## config.mk

```make
export PLATFORM = sky130hd
export DESIGN_NAME = data_mem_copier_flat
export DESIGN_NICKNAME = d
export VERILOG_FILES = /design/src/rtl/data_mem_copier_if.sv /design/src/rtl/data_mem_copier.sv /design/src/flat_wrapper.sv
export SDC_FILE = /design/constraint.sdc
export NUM_CORES = 1
export LEC_CHECK = 0
export ABC_AREA = 1
export BUFFER_PORTS_ARGS = -buffer_cell sky130_fd_sc_hd__buf_2
export CORE_ASPECT_RATIO = 1.75
export CORE_MARGIN = 4
export CORE_UTILIZATION = 55
export CTS_CLUSTER_SIZE = 10
export DETAILED_ROUTE_END_ITERATION = 7
export PLACE_DENSITY = 0.85
export SYNTH_ARGS = -nofsm -noshare
export SYNTH_HDL_FRONTEND = slang
export SYNTH_SLANG_ARGS = --single-unit
```

## constraint.sdc

```tcl
create_clock -name CLK -period 4 [get_ports CLK]
set_input_delay 0.2 -clock CLK [delete_from_list [all_inputs] [get_ports CLK]]
set_output_delay 0.2 -clock CLK [all_outputs]
set_load 0.05 [all_outputs]
```

## src/rtl/data_mem_copier_if.sv

```systemverilog
// rtl/data_mem_copier_if.sv - control and data memory signals of the block-copy engine
interface data_mem_copier_if #(
  parameter int ADDR_WIDTH = 8,
  parameter int DATA_WIDTH = 8
);
  logic                  Start;
  logic [ADDR_WIDTH-1:0] SrcAddr;
  logic [ADDR_WIDTH-1:0] DstAddr;
  logic [ADDR_WIDTH-1:0] Length;
  logic                  Busy;
  logic                  Done;
  logic [ADDR_WIDTH-1:0] Remaining;
  logic [ADDR_WIDTH-1:0] DataAddress;
  logic                  ReadMem;
  logic                  WriteMem;
  logic [DATA_WIDTH-1:0] DataIn;
  logic [DATA_WIDTH-1:0] MemRdData;

  // Copier side: takes commands and memory read data, drives status and memory strobes
  modport master (
    input  Start, SrcAddr, DstAddr, Length, MemRdData,
    output Busy, Done, Remaining, DataAddress, ReadMem, WriteMem, DataIn
  );

  // Environment side: control path plus the data memory
  modport slave (
    output Start, SrcAddr, DstAddr, Length, MemRdData,
    input  Busy, Done, Remaining, DataAddress, ReadMem, WriteMem, DataIn
  );
endinterface

```

## src/rtl/data_mem_copier.sv

```systemverilog
// rtl/data_mem_copier.sv - byte-at-a-time memcpy engine driving the data memory port
module data_mem_copier #(
  parameter int ADDR_WIDTH = 8,
  parameter int DATA_WIDTH = 8
) (
  input  logic               CLK,
  input  logic               Reset,
  data_mem_copier_if.master  bus
);

  typedef enum logic [1:0] {
    ST_IDLE = 2'd0,
    ST_RD   = 2'd1,
    ST_WR   = 2'd2,
    ST_DONE = 2'd3
  } state_t;

  state_t                state_q, state_d;
  logic [ADDR_WIDTH-1:0] src_q, src_d;
  logic [ADDR_WIDTH-1:0] dst_q, dst_d;
  logic [ADDR_WIDTH-1:0] rem_q, rem_d;

  // State and pointer registers; reset aborts any copy in flight without a Done pulse
  always_ff @(posedge CLK) begin
    if (Reset) begin
      state_q <= ST_IDLE;
      src_q   <= '0;
      dst_q   <= '0;
      rem_q   <= '0;
    end else begin
      state_q <= state_d;
      src_q   <= src_d;
      dst_q   <= dst_d;
      rem_q   <= rem_d;
    end
  end

  // Next-state logic: one read then one write per byte; pointers wrap silently
  always_comb begin
    state_d = state_q;
    src_d   = src_q;
    dst_d   = dst_q;
    rem_d   = rem_q;
    unique case (state_q)
      ST_IDLE: begin
        if (bus.Start) begin
          if (bus.Length != '0) begin
            src_d   = bus.SrcAddr;
            dst_d   = bus.DstAddr;
            rem_d   = bus.Length;
            state_d = ST_RD;
          end else begin
            state_d = ST_DONE;
          end
        end
      end
      ST_RD: begin
        state_d = ST_WR;
      end
      ST_WR: begin
        src_d   = src_q + 1'b1;
        dst_d   = dst_q + 1'b1;
        rem_d   = rem_q - 1'b1;
        state_d = (rem_q == {{(ADDR_WIDTH-1){1'b0}}, 1'b1}) ? ST_DONE : ST_RD;
      end
      ST_DONE: begin
        state_d = ST_IDLE;
      end
      default: begin
        state_d = ST_IDLE;
      end
    endcase
  end

  // Moore outputs; only DataIn passes memory read data through, and only while writing
  always_comb begin
    bus.Busy        = 1'b0;
    bus.Done        = 1'b0;
    bus.ReadMem     = 1'b0;
    bus.WriteMem    = 1'b0;
    bus.DataAddress = '0;
    bus.DataIn      = '0;
    bus.Remaining   = rem_q;
    unique case (state_q)
      ST_RD: begin
        bus.Busy        = 1'b1;
        bus.ReadMem     = 1'b1;
        bus.DataAddress = src_q;
      end
      ST_WR: begin
        bus.Busy        = 1'b1;
        bus.WriteMem    = 1'b1;
        bus.DataAddress = dst_q;
        bus.DataIn      = bus.MemRdData;
      end
      ST_DONE: begin
        bus.Done        = 1'b1;
      end
      default: begin
      end
    endcase
  end

endmodule

```

## src/flat_wrapper.sv

```systemverilog
// flat-port wrapper written by rule: the top's interface ports become plain ports
module data_mem_copier_flat 
#(
  parameter int ADDR_WIDTH = 8,
  parameter int DATA_WIDTH = 8
)
  (CLK, Reset, bus_Start, bus_SrcAddr, bus_DstAddr, bus_Length, bus_MemRdData, bus_Busy, bus_Done, bus_Remaining, bus_DataAddress, bus_ReadMem, bus_WriteMem, bus_DataIn);
  data_mem_copier_if #(.ADDR_WIDTH(ADDR_WIDTH), .DATA_WIDTH(DATA_WIDTH)) bus_i ();
  input  logic CLK;
  input  logic Reset;
  input wire logic [$bits(bus_i.Start)-1:0] bus_Start;
  input wire logic [$bits(bus_i.SrcAddr)-1:0] bus_SrcAddr;
  input wire logic [$bits(bus_i.DstAddr)-1:0] bus_DstAddr;
  input wire logic [$bits(bus_i.Length)-1:0] bus_Length;
  input wire logic [$bits(bus_i.MemRdData)-1:0] bus_MemRdData;
  output wire logic [$bits(bus_i.Busy)-1:0] bus_Busy;
  output wire logic [$bits(bus_i.Done)-1:0] bus_Done;
  output wire logic [$bits(bus_i.Remaining)-1:0] bus_Remaining;
  output wire logic [$bits(bus_i.DataAddress)-1:0] bus_DataAddress;
  output wire logic [$bits(bus_i.ReadMem)-1:0] bus_ReadMem;
  output wire logic [$bits(bus_i.WriteMem)-1:0] bus_WriteMem;
  output wire logic [$bits(bus_i.DataIn)-1:0] bus_DataIn;
  assign bus_i.Start = bus_Start;
  assign bus_i.SrcAddr = bus_SrcAddr;
  assign bus_i.DstAddr = bus_DstAddr;
  assign bus_i.Length = bus_Length;
  assign bus_i.MemRdData = bus_MemRdData;
  assign bus_Busy = bus_i.Busy;
  assign bus_Done = bus_i.Done;
  assign bus_Remaining = bus_i.Remaining;
  assign bus_DataAddress = bus_i.DataAddress;
  assign bus_ReadMem = bus_i.ReadMem;
  assign bus_WriteMem = bus_i.WriteMem;
  assign bus_DataIn = bus_i.DataIn;
  data_mem_copier #(.ADDR_WIDTH(ADDR_WIDTH), .DATA_WIDTH(DATA_WIDTH)) u_core (.CLK(CLK), .Reset(Reset), .bus(bus_i));
endmodule
```

==> out/results.ini, run 1 <==
[synthesis]
synth_edf_count = 0
avgSynthCellArea_um2 = 6.11
synthFlopType = dfxtp_1
synth_mux_area_share_pct = 0
yosys_warnings = 0
synthTopCellsByCount = 98 x nand2_1, 41 x nor2_1, 34 x inv_1, 26 x dfxtp_1, 24 x o21ai_0
yosys.area_share.simple_pct = 39.1
synth_cell_type_count = 29
yosysTopAreaCell = dfxtp_1
synth.most_common_cell = nand2_1
synth_compound_area_share_pct = 17.6
yosys.area.top_type_share_pct = 26.0
synth_xor_area_share_pct = 0
synth_area_um2 = 2000
synth_seq_cells = 26
synthTopCellsByArea = dfxtp_1 26%, nand2_1 18%, nor2_1 7.7%
seq_area_frac_synth_pct = 26.0
async_flop_share_pct = 0
syn-num-nets = 371
synth_top_family_by_area = simple AND/OR/NAND/NOR gates
synthesis.instances = 327
synthAdderAreaFrac_pct = 5.64

[setup_path]
critical_path_class = reg2out
critPathLaunchType = flip-flop
arrival_ns = 1.80
cp.required_ns = 3.80
crit_path_end_kind = output pin
cp_max_fo = 32

[timing]
slew_violations = 0
min_period_over_period_pct = 49.9
worst-slew-pin-transition_ns = 0.657
rsz0062_at_grt = false
relSlewSlack_pct = 56.1
finClkSkew_ns = 0.00562
min_period_ns = 2.00
fin_setup_tns_ns = 0
finalSetupViolCount = 0
clock.fmax_ghz = 0.501
hold_violations = 0

[floorplanning]
std_cell_rows = 28
die_area_um2 = 4700
placeableCoreArea_um2 = 3430
die_w_um = 53.6
ioPinCount = 63
die_h_um = 87.7
start_util_pct = 58.2

[pwr]
power_density_nw_per_um2 = 468
sw_frac_of_total_pct = 49.4
power_leakage_uw = 0.00120
pwr-share-comb_pct = 49.8
pwr-share-clk_pct = 16.2
switchingPower_uw = 541
internal_power_uw = 554
peakVddDrop_uv = 263
seq_power_share_pct = 34.0

[routing]
drtPass1Iterations = 4
wirelength_um = 5370
wl_per_cell_um = 12.6
drtIter0Drc = 65
drc = 0
routed_via_density = 5.21
ant_nets = 0
vias = 2219

[clock_network]
cts-htree-levels = 1
cts_sinks = 26
cts_tree = yes
cts_hold_buf = 0
cts_setup_buffers = 0
clk_latency_ns = 0.27
cts-root-buf = clkbuf_8
ctsResizeCount = 0
clk_path_buf_depth = 2
clkTransAtPathRegs_ns = 0.10
numCtsBuffers = 3

[grt]
first_global_vias = 2124
grt_overflow = 0
antenna_found_initial = 0
track_usage_pct = 24.7
grt_pass1_wl_um = 9020
grt_max_degree = 33

[status]
status = finished clean

[layout]
nets = 426
drive_above_1_share_pct = 24.4
fillers = 349
postLayoutCellArea_um2 = 2340
diodes = 0
syn_to_final_growth_pct = 17.2

[placed_design]
portBuffers = 62
hpwl_um = 3940
gp_congestion = 0.822
placed_cell_area_um2 = 2290

[min_path]
hold_class = in2reg

[job]
maxCapViolations = 0

==> power groups by stage <==
| stage | combinational (µW) | sequential, µW | clock [µW] |
|---|---|---|---|
| after global placement | 534 | 374 | 0 |
| after CTS | 547 | 370 | 176 |
| after detailed placement | 545 | 376 | 0 |
| after floorplan | 401 | 419 | 0 |
| final | 546 | 372 | 177 |
| after global routing | 607 | 379 | 188 |
==> routing by layer <==
| metal | GRT usage (%) | part of all wire [%] |
|---|---|---|
| met2 | 46.1 | 56 |
| met3 | 2.04 | 4.9 |
| met4 | 9.77 | 1.7 |
| met1 | 27.5 | 38 |
| met5 | 0 | 0 |
==> placed cells by master (no fill, tap or decap) <==
cell	synthesis	final
a211oi_1	1	1
a21oi_1	19	19
a21oi_2	8	8
a21oi_4	1	1
buf_2	9	62
buf_4	2	2
clkbuf_8	0	4
dfxtp_1	26	26
ha_1	9	9
inv_1	34	34
inv_2	1	1
inv_4	1	1
nand2_1	98	98
nand2_2	9	9
nand2_4	1	1
nand3_1	22	22
nand3b_1	4	4
nor2_1	41	41
nor2_2	1	1
nor2_4	1	1
nor3_1	5	5
nor3_2	1	1
o211ai_1	2	2
o21a_1	1	1
o21ai_0	24	24
o21ai_1	1	1
o21ai_2	1	1
o22ai_1	1	1
==> kinds of logic after synthesis <==
logic type,count (synthesis)
adders and majority gates,9
buffers and inverters,50
DFF,26
and+or+nand+nor,183
AOI/OAI and AO/OA,59
==> flip-flops by register name, indices dropped and copies added (netlist names) <==
| register | flops |
|---|---|
| u_core.bus.Remaining | 8 |
| u_core.dst_q | 8 |
| u_core.src_q | 8 |
| u_core.state_q | 2 |
==> critical path, cell delays in order (launching register included) <==
cell and delay [ns]:
dfxtp_1 0.35, inv_1 0.13, ha_1 0.18, buf_4 0.30
nand2_1 0.11, a21oi_1 0.15, buf_2 0.28
==> layout make-up <==
type | instances | area (µm²) | share of cell area (%)
multi-input cells | 251 | 1250 | 53.2
well taps | 45 | 56.3 | 2.41
repair buffers | 64 | 325 | 13.9
flip-flops and latches | 26 | 520 | 22.2
inverters | 36 | 138 | 5.88
clock buffers | 4 | 55.1 | 2.35
==> per-stage QoR <==
stage / hold WS, ns / util [%] / setup WS, ns / std cells / power, µW
after floorplan: 0.377 / - / 1.46 / 327 / 820
after global placement: 0.473 / 66.6 / 2.16 / 422 / 908
after detailed placement: 0.473 / 66.6 / 2.07 / 422 / 920
after CTS: 0.243 / 68.2 / 2.01 / 426 / 1090
after global routing: 0.281 / 68.2 / 1.79 / 426 / 1170
final: 0.241 / 68.2 / 2.00 / 426 / 1090
==> worst paths after layout <==
path | startpoint | cells past startpoint | slack, ns | to
setup / recovery | u_core.state_q[0] | 6 | 2.00 | bus_DataAddress[1]
hold / removal | bus_Length[6] | 3 | 0.24 | u_core.bus.Remaining[6]
setup reg to reg | u_core.state_q[0] | 7 | 2.03 | u_core.src_q[2]
hold reg to reg | u_core.src_q[4] | 2 | 0.49 | u_core.src_q[4]
No activity file was read; power rests on OpenSTA's default activity.
==> run 2, diff against run 1 <==
Settings changed: ABC_AREA 1 to 0, CORE_UTILIZATION 55 to 51, PLACE_DENSITY 0.85 to 0.8.
Clock period 4 ns to 2 ns, I/O delays scaled along.
==> out/results.ini, run 2 <==
[status]
status = finished clean

[timing]
min_period_over_period_pct = 93.7
finalSetupViolCount = 0  ; unchanged
fin_setup_tns_ns = 0  ; unchanged
finClkSkew_ns = 0.00351  ; -0.00211 ns
holdWs_ns = 0.150  ; -0.0908 ns
min_period_ns = 1.87
clock.fmax_ghz = 0.533
rsz0062_at_grt = false
slew_violations = 0  ; unchanged
hold_violations = 0  ; unchanged
worst-slew-pin-transition_ns = 0.431  ; -0.226 ns
relSlewSlack_pct = 71.3  ; +15 points

[setup_path]
critPathLaunch = u_core.state_q[0]
r2r-start = u_core.state_q[0]
critPathLaunchType = flip-flop
arrival_ns = 1.77  ; -0.03 ns
critical_path_class = reg2out
crit_path_end_kind = output pin
cp.required_ns = 1.90  ; -1.90 ns
cp_max_fo = 24  ; -25%

[routing]
routed_via_density = 6.21  ; +19%
drtPass1Iterations = 5  ; +1
drtIter0Drc = 81  ; +25%
vias = 2137  ; -3.7%
ant_nets = 0  ; unchanged
wl_per_cell_um = 16.8  ; +33%
drc = 0  ; unchanged
wirelength_um = 5790  ; +7.8%

[synthesis]
async_flop_share_pct = 0  ; unchanged
synth.most_common_cell = dfxtp_1
synth_edf_count = 0  ; unchanged
avgSynthCellArea_um2 = 8.20  ; +34%
synthesis.instances = 240  ; -27%
synth_cell_type_count = 48  ; +66%
yosys.area_share.simple_pct = 25.3  ; -14 points
seq_area_frac_synth_pct = 26.5  ; +0.41 points
synth_area_um2 = 1970  ; -1.6%
synth_top_family_by_area = compound AO/OA/AOI/OAI gates
syn-num-nets = 284  ; -23%
synthFlopType = dfxtp_1
yosys.area.top_type_share_pct = 26.5  ; +0.41 points
yosys_warnings = 0  ; unchanged
yosysTopAreaCell = dfxtp_1
synthAdderAreaFrac_pct = 5.73  ; +0.090 points
synth_mux_area_share_pct = 2.04  ; +2.0 points
synthTopCellsByArea = dfxtp_1 26%, ha_1 5.7%, nor2b_1 5.4%
synth_seq_cells = 26  ; unchanged
synthTopCellsByCount = 26 x dfxtp_1, 23 x nand2_1, 17 x nor2b_1, 16 x a21oi_1, 13 x a22oi_1
synth_compound_area_share_pct = 33.7  ; +16 points
synth_xor_area_share_pct = 0  ; unchanged

[grt]
track_usage_pct = 24.4  ; -0.29 points
grt_max_degree = 26  ; -21%
grt_overflow = 0  ; unchanged
grt_pass1_wl_um = 9350  ; +3.7%
antenna_found_initial = 0  ; unchanged
first_global_vias = 2085  ; -1.8%

[pwr]
power_leakage_uw = 0.000977  ; -19%
pwr-share-comb_pct = 55.0  ; +5.2 points
internal_power_uw = 1300  ; +130%
switchingPower_uw = 1190  ; +120%
total_power_uw = 2480  ; +130%
power_density_nw_per_um2 = 1030  ; +120%
seq_power_share_pct = 30.7  ; -3.3 points
pwr-share-clk_pct = 14.4  ; -1.8 points
sw_frac_of_total_pct = 47.8  ; -1.6 points
peakVddDrop_uv = 707  ; +170%

[clock_network]
numCtsBuffers = 3  ; unchanged
cts_hold_buf = 0  ; unchanged
cts-htree-levels = 1  ; unchanged
cts_sinks = 26  ; unchanged
clk_latency_ns = 0.28  ; about the same
clk_path_buf_depth = 2  ; unchanged
clkTransAtPathRegs_ns = 0.09  ; about the same
cts-root-buf = clkbuf_8
cts_tree = yes

[layout]
layout_commonest_cell = buf_2
final_cell_mix = 62 x buf_2, 26 x dfxtp_1, 23 x nand2_1, 16 x a21oi_1, 13 x a22oi_1
nets = 343  ; -19%
fin_cells = 344  ; -19%
drive_above_1_share_pct = 32.9  ; +8.5 points
fillers = 369  ; +5.7%
syn_to_final_growth_pct = 22.3
diodes = 0  ; unchanged
utilization_pct = 65.6  ; -2.6 points

[job]
maxCapViolations = 0  ; unchanged

[placed_design]
gp_congestion = 0.885  ; +7.7%
hpwl_um = 4320  ; +9.4%
place_inst = 340  ; -19%
portBuffers = 62  ; unchanged

[floorplanning]
std_cell_rows = 29  ; +3.6%
start_util_pct = 53.7  ; -4.5 points
placeableCoreArea_um2 = 3660  ; +6.7%
die_h_um = 90.2  ; +2.8%
die_w_um = 54.9  ; +2.6%
ioPinCount = 63  ; unchanged
die_area_um2 = 4950  ; +5.4%

[min_path]
hold_class = in2reg
hp-start = bus_SrcAddr[1]

## run 2: worst paths after layout
check                       endpoint  slack (ns)  cells after the start
max               bus_DataAddress[5]        0.13                      6
min                  u_core.src_q[1]        0.15                      3
max reg2reg  u_core.bus.Remaining[6]        0.23                      5
min reg2reg  u_core.bus.Remaining[7]        0.48                      2
## run 2: cell type report
type / instances / area [µm²] / share of cell area (%)
timing repair buffer: 72 / 385 / 16.0
clock buffer: 4 / 55.1 / 2.29
inverter: 10 / 37.5 / 1.56
multi-input combinational: 186 / 1350 / 56.1
tap: 46 / 57.6 / 2.39
sequential: 26 / 520 / 21.6
## run 2: through the flow
| step | cell area (µm²) | setup WS (ns) |
|---|---|---|
| CTS | 2400 | 0.126 |
| global placement | 2340 | 0.269 |
| floorplan | 2000 | 0.0448 |
| detailed placement | 2340 | 0.222 |
| finish | 2400 | 0.125 |
| global route | 2400 | 0.00745 |
## run 2: logic make-up (layout without fill, tap and decap cells)
| group | count (synthesis) | in the layout |
|---|---|---|
| fa+ha+maj | 9 | 9 |
| flops | 26 | 26 |
| simple gates | 85 | 85 |
| buf+inv | 28 | 86 |
| mux | 4 | 4 |
| compound gates | 88 | 88 |
## run 2: routing by layer
metal | global-route usage [%] | vias up | part of all wire [%]
li1 | - | 1031 | -
met4 | 12.0 | 0 | 2.0
met2 | 42.0 | 70 | 55
met3 | 3.15 | 9 | 5.8
met5 | 0 | - | 0
met1 | 27.7 | 1027 | 38
## run 2: power by group through the flow
stage	clock [µW]	combinational, µW	sequential (µW)
2_1_floorplan	0	966	843
3_3_place_gp	0	1340	765
5_1_grt	383	1480	775
4_1_cts	363	1360	757
6_report	357	1370	762
3_5_place_dp	0	1350	769
## run 2: critical path, stage by stage, from the launching register on
cell and delay, ns:
dfxtp_1 0.34, inv_1 0.13, ha_2 0.23, buf_4 0.28
a22oi_1 0.13, nor2b_2 0.13, buf_2 0.26
## run 2: repair_timing
item,CTS,global route
resized for setup,0,1
endpoints found under the setup margin,0,2
buffers inserted,0,0
==> run 3, diff against run 2 <==
Settings changed: CORE_UTILIZATION 51 to 23, PLACE_DENSITY 0.8 to not set.
==> out/results.ini, run 3 (synthesis gave the netlist of run 2 again) <==
[routing]
wl_per_cell_um = 16.1  ; -4.3%
drc = 0  ; unchanged
drtIter0Drc = 136  ; +68%
routed_via_density = 5.21  ; -16%
wirelength_um = 6590  ; +14%
vias = 2130  ; -0.33%
ant_nets = 0  ; unchanged
drtPass1Iterations = 4  ; -1

[layout]
layout_commonest_cell = buf_2
final_cell_mix = 61 x buf_2, 26 x dfxtp_1, 23 x nand2_1, 16 x a21oi_1, 13 x a22oi_1
diodes = 0  ; unchanged
nets = 340  ; -0.87%
syn_to_final_growth_pct = 26.9
drive_above_1_share_pct = 32.0  ; -0.91 points

[pwr]
internal_power_uw = 1380  ; +6.2%
switchingPower_uw = 1210  ; +1.9%
power_density_nw_per_um2 = 1040  ; +0.36%
seq_power_share_pct = 29.6  ; -1.1 points
peakVddDrop_uv = 341  ; -52%
pwr-share-comb_pct = 52.9  ; -2.1 points
power_leakage_uw = 0.000975  ; -0.18%
sw_frac_of_total_pct = 46.8  ; -1.0 points
pwr-share-clk_pct = 17.5  ; +3.1 points

[placed_design]
hpwl_um = 4970  ; +15%
portBuffers = 62  ; unchanged
gp_congestion = 0.853  ; -3.6%
dp_slack_ns = 0.274  ; +0.0522 ns

[min_path]
hp-start = bus_DstAddr[1]
hold_class = in2reg

[setup_path]
cp_max_fo = 10  ; -58%
critical_path_class = reg2out
critPathLaunch = u_core.state_q[1]
cp_num_buf_inv = 2  ; -1
cp.required_ns = 1.90  ; about the same
r2r-start = u_core.state_q[1]
critical_path.max_stage_delay_ns = 0.46  ; +0.12 ns
path_cells = inv_1 -> ha_1 -> a22oi_1 -> nor2b_4 -> buf_2
cp_top_family = adder cells
arrival_ns = 1.77  ; about the same
crit_path_end_kind = output pin
critPathLaunchType = flip-flop
cp_slowest_cell = ha_1

[floorplanning]
die_w_um = 77.9  ; +42%
die_area_um2 = 10200  ; +100%
ioPinCount = 63  ; unchanged
die_h_um = 130  ; +45%
std_cell_rows = 44  ; +52%
start_util_pct = 23.7  ; -30 points
placeableCoreArea_um2 = 8310  ; +130%

[clock_network]
cts-root-buf = clkbuf_16
cts-htree-levels = 1  ; unchanged
cts_hold_buf = 0  ; unchanged
numCtsBuffers = 3  ; unchanged
clk_path_buf_depth = 2  ; unchanged
cts_sinks = 26  ; unchanged
clkTransAtPathRegs_ns = 0.06  ; -0.03 ns
cts_tree = yes
cts_setup_buffers = 0  ; unchanged
clk_latency_ns = 0.27  ; about the same

[grt]
track_usage_pct = 13.1  ; -11 points
first_global_vias = 2160  ; +3.6%
grt_pass1_wl_um = 10500  ; +13%
antenna_found_initial = 0  ; unchanged
grt_overflow = 0  ; unchanged
grt_max_degree = 33  ; +27%

[timing]
finClkSkew_ns = 0.00215  ; -0.00135 ns
rsz0062_at_grt = false
slew_violations = 0  ; unchanged
clock.fmax_ghz = 0.534  ; about the same
holdWs_ns = 0.172  ; +0.0220 ns
worst-slew-pin-transition_ns = 0.625  ; +0.194 ns
hold_violations = 0  ; unchanged
min_period_over_period_pct = 93.7  ; about the same
setup_ws_ns = 0.126  ; +0.000752 ns
fin_setup_tns_ns = 0  ; unchanged
min_period_ns = 1.87  ; -0.000752 ns
finalSetupViolCount = 0  ; unchanged
relSlewSlack_pct = 58.1  ; -13 points

[job]
maxCapViolations = 0  ; unchanged

[status]
status = finished clean

==> run 3: changes by cell type in the layout (fill, tap and decap cells not counted) <==
cell	delta
a21oi_2	+1
a21oi_4	-1
buf_12	+1
buf_2	-1
buf_4	-4
clkbuf_16	+3
clkbuf_4	+1
clkbuf_8	-4
==> run 3: area by class of cell <==
cell class	instances	area [µm²]
Fill cell	914	5820
Multi-Input combinational cell	186	1340
Clock buffer	3	75.1
Timing Repair Buffer	69	378
Sequential cell	26	520
Tap cell	115	144
Inverter	10	37.5
==> run 3: power groups by stage <==
stage,clock network (µW),logic [µW],registers [µW]
after floorplan,0,966,843
after global placement,0,1360,771
after detailed placement,0,1370,775
after CTS,467,1370,763
after global routing,475,1490,779
final,453,1370,766
==> run 3: worst paths after layout <==
| kind | endpoint | slack, ns | cells after the start |
|---|---|---|---|
| worst max-delay path | bus_DataAddress[0] | 0.13 | 5 |
| worst min-delay path | u_core.dst_q[1] | 0.17 | 3 |
| worst max register to register | u_core.src_q[5] | 0.26 | 6 |
| worst min register to register | u_core.state_q[1] | 0.50 | 2 |
==> run 3: per-layer routing <==
layer  GRT usage (%)  share of wire, %  vias to the layer above
met1            12.4                34                     1007
met4            9.06               3.5                        0
li1                -                 -                     1025
met3            2.21               5.8                       18
met2            25.4                56                       80
met5               0                 0                        -
==> run 3: stage by stage <==
step	total power [µW]	area, µm²	utilization [%]	std cells
finish	2590	2500	30.0	409
global route	2740	2500	30.0	409
CTS	2610	2490	30.0	409
detailed placement	2150	2420	29.1	406
global placement	2130	2420	29.1	406
floorplan	1810	2000	-	240
==> run 3: worst reg2reg max path, delay by kind of cell (launching register included) <==
family | cells | cell delay (ns)
AO/OA/AOI/OAI | 1 | 0.20
adder cells (fa/ha/maj) | 1 | 0.23
buffers and inverters | 2 | 0.29
flip-flops | 1 | 0.38
AND/OR/NAND/NOR | 2 | 0.57
==> run 3: what timing repair did <==
action | CTS | global route
endpoints found under the setup margin | 0 | 1
resized for setup | 0 | 1
hold endpoints to repair | 0 | 0
